## src/rtl/mario_motion.sv

```systemverilog
// rtl/mario_motion.sv - per-frame Mario movement and state engine
// Turns buttons, ladder and hazard flags into sprite centre and state code, once per frame_tick.
module mario_motion #(
  parameter logic [9:0] START_X     = 10'd80,
  parameter logic [8:0] START_Y     = 9'd390,
  parameter logic [9:0] MIN_X       = 10'd80,
  parameter logic [9:0] MAX_X       = 10'd560,
  parameter logic [8:0] TOP_Y       = 9'd90,
  parameter logic [8:0] FLOOR_Y     = 9'd390,
  parameter int         WALK_V      = 4,
  parameter int         CLIMB_V     = 2,
  parameter int         JUMP_V      = 12,
  parameter int         GRAVITY     = 1,
  parameter int         INIT_FRAMES = 30,
  parameter int         DIE_FRAMES  = 60
) (
  input  logic       clk,
  input  logic       rst_n,
  input  logic       frame_tick,
  input  logic       btn_left,
  input  logic       btn_right,
  input  logic       btn_jump,
  input  logic       btn_up,
  input  logic       btn_down,
  input  logic       on_ladder,
  input  logic       hit,
  output logic [9:0] posX,
  output logic [8:0] posY,
  output logic [2:0] state
);

  typedef enum logic [2:0] {
    S_INITIAL  = 3'b000,
    S_FLYING   = 3'b001,
    S_JUMPING  = 3'b010,
    S_WALKING  = 3'b011,
    S_STANDING = 3'b100,
    S_DYING    = 3'b101,
    S_CLAMPING = 3'b110
  } mstate_t;

  localparam logic signed [10:0] XMIN    = $signed({1'b0, MIN_X});
  localparam logic signed [10:0] XMAX    = $signed({1'b0, MAX_X});
  localparam logic signed [10:0] YTOP    = $signed({2'b00, TOP_Y});
  localparam logic signed [10:0] YFLR    = $signed({2'b00, FLOOR_Y});
  localparam logic signed [5:0]  VY_MAX  = 6'sd15;
  localparam logic signed [5:0]  VY_JUMP = 6'(-JUMP_V);
  localparam logic signed [5:0]  GRAV    = 6'(GRAVITY);
  localparam logic [5:0]         INIT_LAST = 6'(INIT_FRAMES - 1);
  localparam logic [5:0]         DIE_LAST  = 6'(DIE_FRAMES - 1);

  mstate_t            st;
  logic signed [5:0]  vy;
  logic [5:0]         cnt;

  logic signed [10:0] hx;
  logic signed [10:0] dy_clb;
  logic signed [10:0] x_sum;
  logic signed [10:0] y_air_sum;
  logic signed [10:0] y_clb_sum;
  logic signed [5:0]  vy_sum;
  logic signed [5:0]  vy_next;
  logic [9:0]         x_lim;
  logic [8:0]         y_air_lim;
  logic [8:0]         y_clb_lim;

  function automatic logic [9:0] clamp_x(input logic signed [10:0] v);
    if (v < XMIN)      return MIN_X;
    else if (v > XMAX) return MAX_X;
    else               return v[9:0];
  endfunction

  function automatic logic [8:0] clamp_y(input logic signed [10:0] v);
    if (v < YTOP)      return TOP_Y;
    else if (v > YFLR) return FLOOR_Y;
    else               return v[8:0];
  endfunction

  // Sums are formed in signed 11 bits so a step past an edge clamps instead of wrapping.
  always_comb begin
    hx = '0;
    if (btn_right && !btn_left)      hx = 11'(WALK_V);
    else if (btn_left && !btn_right) hx = -11'(WALK_V);
    dy_clb = '0;
    if (btn_up && !btn_down)         dy_clb = -11'(CLIMB_V);
    else if (btn_down && !btn_up)    dy_clb = 11'(CLIMB_V);
    vy_sum    = vy + GRAV;
    vy_next   = (vy_sum > VY_MAX) ? VY_MAX : vy_sum;
    x_sum     = $signed({1'b0, posX}) + hx;
    y_air_sum = $signed({2'b00, posY}) + $signed({{5{vy_next[5]}}, vy_next});
    y_clb_sum = $signed({2'b00, posY}) + dy_clb;
    x_lim     = clamp_x(x_sum);
    y_air_lim = clamp_y(y_air_sum);
    y_clb_lim = clamp_y(y_clb_sum);
  end

  always_ff @(posedge clk or negedge rst_n) begin
    if (!rst_n) begin
      st   <= S_INITIAL;
      posX <= START_X;
      posY <= START_Y;
      vy   <= '0;
      cnt  <= '0;
    end else if (frame_tick) begin
      if (hit && st != S_INITIAL && st != S_DYING) begin
        st  <= S_DYING;
        cnt <= '0;
        vy  <= '0;
      end else begin
        case (st)
          S_INITIAL: begin
            if (cnt == INIT_LAST) begin
              st  <= S_STANDING;
              cnt <= '0;
            end else begin
              cnt <= cnt + 6'd1;
            end
          end
          S_DYING: begin
            if (cnt == DIE_LAST) begin
              st   <= S_INITIAL;
              cnt  <= '0;
              vy   <= '0;
              posX <= START_X;
              posY <= START_Y;
            end else begin
              cnt <= cnt + 6'd1;
            end
          end
          S_STANDING, S_WALKING: begin
            if (on_ladder && (btn_up ^ btn_down)) begin
              st <= S_CLAMPING;
            end else if (btn_jump) begin
              st   <= S_JUMPING;
              vy   <= VY_JUMP;
              posX <= x_lim;
            end else if (hx != 11'sd0) begin
              st   <= S_WALKING;
              posX <= x_lim;
            end else begin
              st <= S_STANDING;
            end
          end
          S_JUMPING, S_FLYING: begin
            posX <= x_lim;
            if (y_air_sum <= YTOP) begin
              posY <= TOP_Y;
              vy   <= '0;
              st   <= S_FLYING;
            end else if (y_air_sum >= YFLR) begin
              posY <= FLOOR_Y;
              vy   <= '0;
              st   <= S_STANDING;
            end else begin
              posY <= y_air_lim;
              vy   <= vy_next;
              if (vy_next >= 6'sd0) st <= S_FLYING;
            end
          end
          S_CLAMPING: begin
            // Leaving the ladder uses the post-move height to decide between landing and falling.
            posY <= y_clb_lim;
            if (!on_ladder) begin
              vy <= '0;
              st <= (y_clb_lim == FLOOR_Y) ? S_STANDING : S_FLYING;
            end
          end
          default: st <= S_INITIAL;
        endcase
      end
    end
  end

  assign state = st;

endmodule

```

## config.mk

```make
export PLATFORM = sky130hd
export DESIGN_NAME = mario_motion
export DESIGN_NICKNAME = d
export VERILOG_FILES = /design/src/rtl/mario_motion.sv
export SDC_FILE = /design/constraint.sdc
export NUM_CORES = 1
export LEC_CHECK = 0
export CAP_MARGIN = 20
export CORE_MARGIN = 1.5
export CORE_UTILIZATION = 40
export CTS_CLUSTER_SIZE = 8
export DETAILED_ROUTE_END_ITERATION = 7
export DONT_BUFFER_PORTS = 1
export PLACE_DENSITY = 0.6
export SLEW_MARGIN = 20
export SYNTH_ARGS = -nofsm -noshare
export SYNTH_HDL_FRONTEND = slang
export SYNTH_SLANG_ARGS = --single-unit
```

## constraint.sdc

```tcl
create_clock -name clk -period 10.65 [get_ports clk]
set_input_delay 2.13 -clock clk [delete_from_list [all_inputs] [get_ports clk]]
set_output_delay 2.13 -clock clk [all_outputs]
set_load 0.005 [all_outputs]
```

==> results of run 1 <==
[cell usage after synthesis, types with 5 or more instances]
cell / instances
a211oi_1: 6
a21o_1: 6
a21oi_1: 38
a22o_1: 5
a31oi_1: 7
clkbuf_1: 8
dfrtp_1: 26
dfstp_2: 6
ha_1: 27
inv_1: 22
nand2_1: 40
nand2b_1: 5
nand3_1: 17
nor2_1: 23
nor2b_1: 6
nor3_1: 8
o211ai_1: 5
o21ai_0: 27
o31ai_1: 6
or2_2: 6
xnor2_1: 11
xor2_1: 11
[worst max-delay path: stages]
cell	delay [ps]
inv_1	50
ha_1	600
or4bb_1	530
o211ai_1	150
mux2i_1	210
o311ai_0	180
xor2_1	220
nor3b_1	610
a21o_1	250
o21ai_0	90
a221o_1	330
[metrics by stage]
stage | instances | hold WS (ps) | area, um^2
5_1_grt | 508 | 578 | 3540
3_3_place_gp | 500 | 531 | 3450
4_1_cts | 508 | 557 | 3540
3_5_place_dp | 500 | 540 | 3450
6_report | 508 | 550 | 3540
2_1_floorplan | 410 | 491 | 3410
[area by class of cell]
type                       instances  share of cell area
clock buffer                       6              0.0233
clock inverter                     2             0.00283
inverter                          22              0.0233
multi-input combinational        341               0.685
sequential                        32               0.228
tap                              105              0.0371
[flip-flops by register name, summed over array words and instances, names as in the netlist]
| name | cells |
|---|---|
| posX | 8 |
| posY | 9 |
| state | 3 |
| cnt | 6 |
| vy | 6 |
[per-layer routing]
metal	GRT usage	routed length, um	vias up
li1	-	-	1511
met1	0.257	3780	1416
met2	0.333	4110	81
met3	0.0455	539	10
met5	0	0	-
met4	0.0423	85	0
[path summary, 6_finish.rpt]
kind	end	slack (ps)	cells after the start
worst max-delay path	posY[4]	5480	11
worst min-delay path	posX[5]	550	2
worst max register to register	state[2]	5960	16
worst min register to register	posX[5]	550	2
max in group asynchronous	posX[4]	8940	0
min in group asynchronous	posY[0]	1530	0
[layout by cell type (no fill, tap or decap), types with 7 or more instances in the layout]
cell type and count:
dfrtp_1 26, o21ai_0 27, xor2_1 11, nor2_1 23, nor3_1 8, inv_1 22
ha_1 27, xnor2_1 11, a31oi_1 7, nand2_1 40, a21oi_1 38, nand3_1 17
[cell families (layout without fill, tap and decap cells)]
| kind of cell | after synthesis | count (layout) | synth area share |
|---|---|---|---|
| multiplexers | 8 | 8 | 0.0309 |
| AND/OR/NAND/NOR | 136 | 136 | 0.215 |
| other | 1 | 2 | 0.00110 |
| AO/OA/AOI/OAI | 142 | 142 | 0.285 |
| flip-flops | 32 | 32 | 0.237 |
| buffers and inverters | 37 | 30 | 0.0522 |
| adder cells (fa/ha/maj) | 29 | 29 | 0.111 |
| XOR/XNOR | 24 | 24 | 0.0680 |
[power breakdown]
part           leakage [nW]  total [mW]  internal [mW]  switching, mW
clock                0.0510       0.101         0.0516         0.0496
combinational          1.02       0.763          0.311          0.452
sequential            0.410       0.280          0.177          0.102
==> key figures, run 1 <==
GRT
  • First-pass GRT wire length: 14000 um
  • Initial antenna violation count: 0
  • Vias in the first global route: 2801
  • GRT overflow: 0
  • Largest net degree at the start of global routing: 33
  • GRT Total Usage: 0.198

Routing
  • Routed len/inst: between 15 and 20 um
  • Vias per std cell: 5.94
  • WL final: 8510 um
  • Drc violations: 0
  • DR vias: 3018
  • DRT Pass-1 Iters: 5
  • Initial DRC count: 180
  • Routed Antenna Nets: 0

Yosys
  • Yosys warning count: 0
  • Avg Cell Area, Syn: roughly 8.3 um^2
  • EDFF count, synth: 0
  • Area contributors post-synth: dfrtp_1, ha_1, a21oi_1, dfstp_2, nand2_1
  • Cell taking the most area after synthesis: dfrtp_1
  • Sequential area share after synthesis: 0.237
  • Flops & latches, synth: 32
  • Post-Synthesis Cells: 409
  • Post-synth top area share: 0.191
  • Mapped Area: 3410 um^2
  • Synth async-reset ratio: 1.00
  • Top_reg_cell synth: dfrtp_1
  • Post-synth cell types: 78

Setup path
  • Req. time, crit path: around 11000 ps
  • Critical path type: primary input to register
  • Crit path capture type: register
  • Worst-path fanout max: 22
  • Reg-to-Reg Start: vy[2]
  • Crit path launch: btn_down
  • Crit start category: primary input
  • Arrival @ worst endpoint: 5350 ps

Die
  • Rows: 33
  • Die width: 95.3 um
  • I/O pin total: 32
  • Die height: 95.3 um
  • Die area: slightly above 9000 um^2
  • Initial Utilization: 0.414
  • Core box area: between 8000 and 9000 um^2

Power
  • Total power: 1.14 mW
  • PwrDens: 323 nW/um^2
  • Leakage: 1.48 nW
  • Worst vdd ir: around 0.11 mV

Layout
  • Number of nets in the layout: about 440
  • Area of the multi-input gates: between 2000 and 2500 um^2
  • Area grow syn2layout: 3.89%
  • Post-layout util: 0.431
  • # fillers: 811
  • Share of cells above drive strength 1: 0.0993
  • Ant diodes: 0
  • FF/Latch Area: roughly 810 um^2

Timing
  • Max Clock Skew: 8.43 ps
  • F_max: 0.193 GHz
  • Pins Over Slew Limit: 0
  • Final Hold Viols: 0
  • Max_slew headroom: 0.455
  • Tmin final: 5170 ps
  • Period utilisation layout: 0.486
  • Fin Setup TNS: 0 ps
  • RSZ-0062 raised after global routing: no
  • Setup WS post-layout: around 5500 ps
  • Tightest Pin Transition: about 820 ps
  • Final setup fails: 0

Clocking
  • # resized after CTS: 0
  • Hold buffer count at cts: 0
  • TritonCTS clock tree: built
  • Latest clock arrival within the worst-skew pair: 290 ps
  • Post-CTS setup buffer count: 0
  • Total CTS buffers: 5
  • Clk pin slew, worst setup/hold paths: 80 ps
  • Clock root buffer: clkbuf_8
  • Clock Path Buffers: 2
  • CTS H-tree depth: 2
  • CTS Sinks: 32

Job
  • Max cap viols: 0

Placed design
  • RePlAce Congestion: 0.842
  • Pre-CTS WS: 5240 ps
  • Post-DP HPWL: 6560 um
  • Number of port buffers: 0

Run status
  • Status: complete, no violations

Hold path
  • Worst hold path class: register to register
  • Min-delay src: posX[5]
No activity file was read; power rests on OpenSTA's default activity.
==> run 2, diff against run 1 <==
PLACE_DENSITY = 0.62   (was 0.6)
clock period = 4.2 ns   (was 10.65 ns; I/O delays follow)
==> run 2 against run 1 <==
Sequential power rose to 2.6 times the previous value. Largest cell class unchanged. Sequential cell count is the same. Via count is 2.5% higher. Final cell count rose by 2.4%. Sequential share of layout area decreased by 0.74 points. Critical path type is now register to register. Register-to-register slack lost 5700 ps. Critical path depth up 7. Non-clock buffer count increased by 12. Global-route usage rose by 0.23 points. Highest routed layer unchanged.
==> key figures, run 2 (synthesis results as in run 1) <==
Routing
  • Routed len/inst: 16.6 um (-0.98%)
  • WL final: 8630 um (+1.4%)
  • Routed Antenna Nets: 0 (unchanged)
  • DRT Pass-1 Iters: 4 (-1)
  • Initial DRC count: 156 (-13%)
  • Drc violations: 0 (unchanged)
  • DR vias: 3094 (+2.5%)
  • Vias per std cell: 5.95 (+0.15%)

Setup path
  • Req. time, crit path: 4400 ps (-6430 ps)
  • Crit start category: register
  • Cell Chain, Critical Path: and4_4 > a21o_2 > and2_2 > nand2b_4 > nand2_1 > ha_1 > fa_2 > a41oi_1 > o21ai_0 > buf_4 > nand2b_1 > o22ai_2 > xor2_2 > nor3_1 > nor3b_4 > buf_4 > nand2_1 > o31ai_2
  • Path depth of the worst reg2reg path: 18 (+2)
  • Largest stage delay, worst path: 410 ps (-200 ps)
  • Slowest cell on crit path: dfrtp_1
  • Register-to-register setup slack: 240 ps (-5720 ps)
  • Reg-to-Reg Start: vy[0]
  • Reg2reg end: vy[1]
  • Critical path type: register to register
  • Worst-path fanout max: 8 (-64%)
  • Crit path capture type: register
  • Arrival @ worst endpoint: 4150 ps (-1200 ps)

Timing
  • Tightest Pin Transition: 620 ps (-197 ps)
  • Final Hold Viols: 0 (unchanged)
  • Pins Over Slew Limit: 0 (unchanged)
  • Min Hold Slack: 234 ps (-316 ps)
  • Max Clock Skew: 9.84 ps (+1.41 ps)
  • Max_slew headroom: 0.583 (+0.127)
  • Final setup fails: 0 (unchanged)
  • Period utilisation layout: 0.942
  • Fin Setup TNS: 0 ps (unchanged)
  • Tmin final: around 4000 ps
  • F_max: 0.253 GHz
  • RSZ-0062 raised after global routing: no

Placed design
  • Area after DPL: 3510 um^2 (+2.0%)
  • RePlAce Congestion: 0.872 (+3.6%)
  • Post-DP HPWL: 6660 um (+1.6%)
  • Number of port buffers: 0 (unchanged)

Power
  • Worst vdd ir: 0.325 mV (+210%)
  • Leakage: 1.55 nW (+4.5%)
  • PwrDens: 824 nW/um^2 (+150%)

GRT
  • Initial antenna violation count: 0 (unchanged)
  • Largest net degree at the start of global routing: 33 (unchanged)
  • GRT Total Usage: 0.200 (+0.00232)
  • First-pass GRT wire length: 14200 um (+1.7%)
  • Vias in the first global route: 2930 (+4.6%)
  • GRT overflow: 0 (unchanged)

Layout
  • Largest Register: posY
  • Share of cells above drive strength 1: 0.137 (+0.0381)
  • Most frequent cells in the layout: nand2_1, a21oi_1, ha_1
  • Number of nets in the layout: 453 (+2.7%)
  • Commonest non-fill, non-tap cell in the layout: nand2_1
  • Largest regs: posY (9), posX (8)
  • Area grow syn2layout: 7.38%
  • Ant diodes: 0 (unchanged)
  • Post-layout instance area: 3660 um^2 (+3.4%)
  • Largest register FFs: 9 (unchanged)

Clocking
  • TritonCTS clock tree: built
  • Clock root buffer: clkbuf_8
  • CTS Sinks: 32 (unchanged)
  • Clk pin slew, worst setup/hold paths: 80 ps (about the same)
  • Total CTS buffers: 5 (unchanged)
  • Latest clock arrival within the worst-skew pair: 290 ps (about the same)
  • CTS H-tree depth: 2 (unchanged)
  • Clock Path Buffers: 2 (unchanged)
  • Hold buffer count at cts: 0 (unchanged)

Die
  • Core box area: 8220 um^2 (unchanged)
  • Rows: 33 (unchanged)
  • I/O pin total: 32 (unchanged)
  • Die width: 95.3 um (unchanged)
  • Die height: 95.3 um (unchanged)
  • Die area: 9080 um^2 (unchanged)
  • Initial Utilization: 0.414 (unchanged)

Run status
  • Status: complete, no violations

Job
  • Max cap viols: 0 (unchanged)

Hold path
  • Worst hold path class: primary input to asynchronous set/reset pin
==> run 2: worst max-delay path by stage <==
| stage | start | to | cells past startpoint |
|---|---|---|---|
| finish | vy[0] | vy[1] | 18 |
| CTS | vy[0] | vy[1] | 17 |
| global placement | vy[0] | state[2] | 16 |
| global route | vy[1] | vy[1] | 18 |
| detailed placement | vy[0] | posY[6] | 17 |
| floorplan | vy[0] | state[0] | 16 |
==> run 2: where the power goes <==
part           internal [mW]  switching [mW]
Sequential             0.449           0.264
Combinational          0.867            1.18
Clock                  0.133           0.121
Total                   1.45            1.56
==> run 2: stage by stage <==
stage	utilization	power (mW)	instances	setup WS, ps
after floorplan	-	2.22	410	150
after global placement	0.428	2.66	509	136
after detailed placement	0.428	2.68	509	69.3
after CTS	0.439	2.95	517	24.7
after global routing	0.445	3.29	520	32.3
final	0.445	3.01	520	244
==> run 2: timing repair <==
action	CTS	global route
pin swaps	0	2
buffers inserted	0	3
setup endpoints to repair	1	16
gates resized for setup	1	9
==> run 2: cell type report <==
| class | instances | area (um^2) |
|---|---|---|
| clock inverter | 1 | 7.51 |
| sequential | 32 | 808 |
| fill | 811 | 4560 |
| clock buffer | 7 | 86.3 |
| timing repair buffer | 12 | 90.1 |
| inverter | 22 | 82.6 |
| tap | 105 | 131 |
| multi-input combinational | 341 | 2450 |
==> run 2: layer usage <==
layer,GRT usage,vias to the layer above,share of wire
met5,0,-,0
met4,0.0547,0,0.014
met3,0.0423,11,0.063
met2,0.334,76,0.48
met1,0.260,1472,0.45
li1,-,1535,-
==> run 2: critical path: cells and delay by family, from the launching register on <==
| family | cells | cell delay [ps] |
|---|---|---|
| compound gates | 5 | 930 |
| flops | 1 | 410 |
| xor+xnor | 1 | 300 |
| simple gates | 8 | 1260 |
| buf+inv | 2 | 370 |
| fa+ha+maj | 2 | 600 |
==> run 3, diff against run 2 <==
ABC_CLOCK_PERIOD_IN_PS = 4200   (was default)
==> results of run 3 <==
Final layout, timing and power as in run 2 (identical DEF).
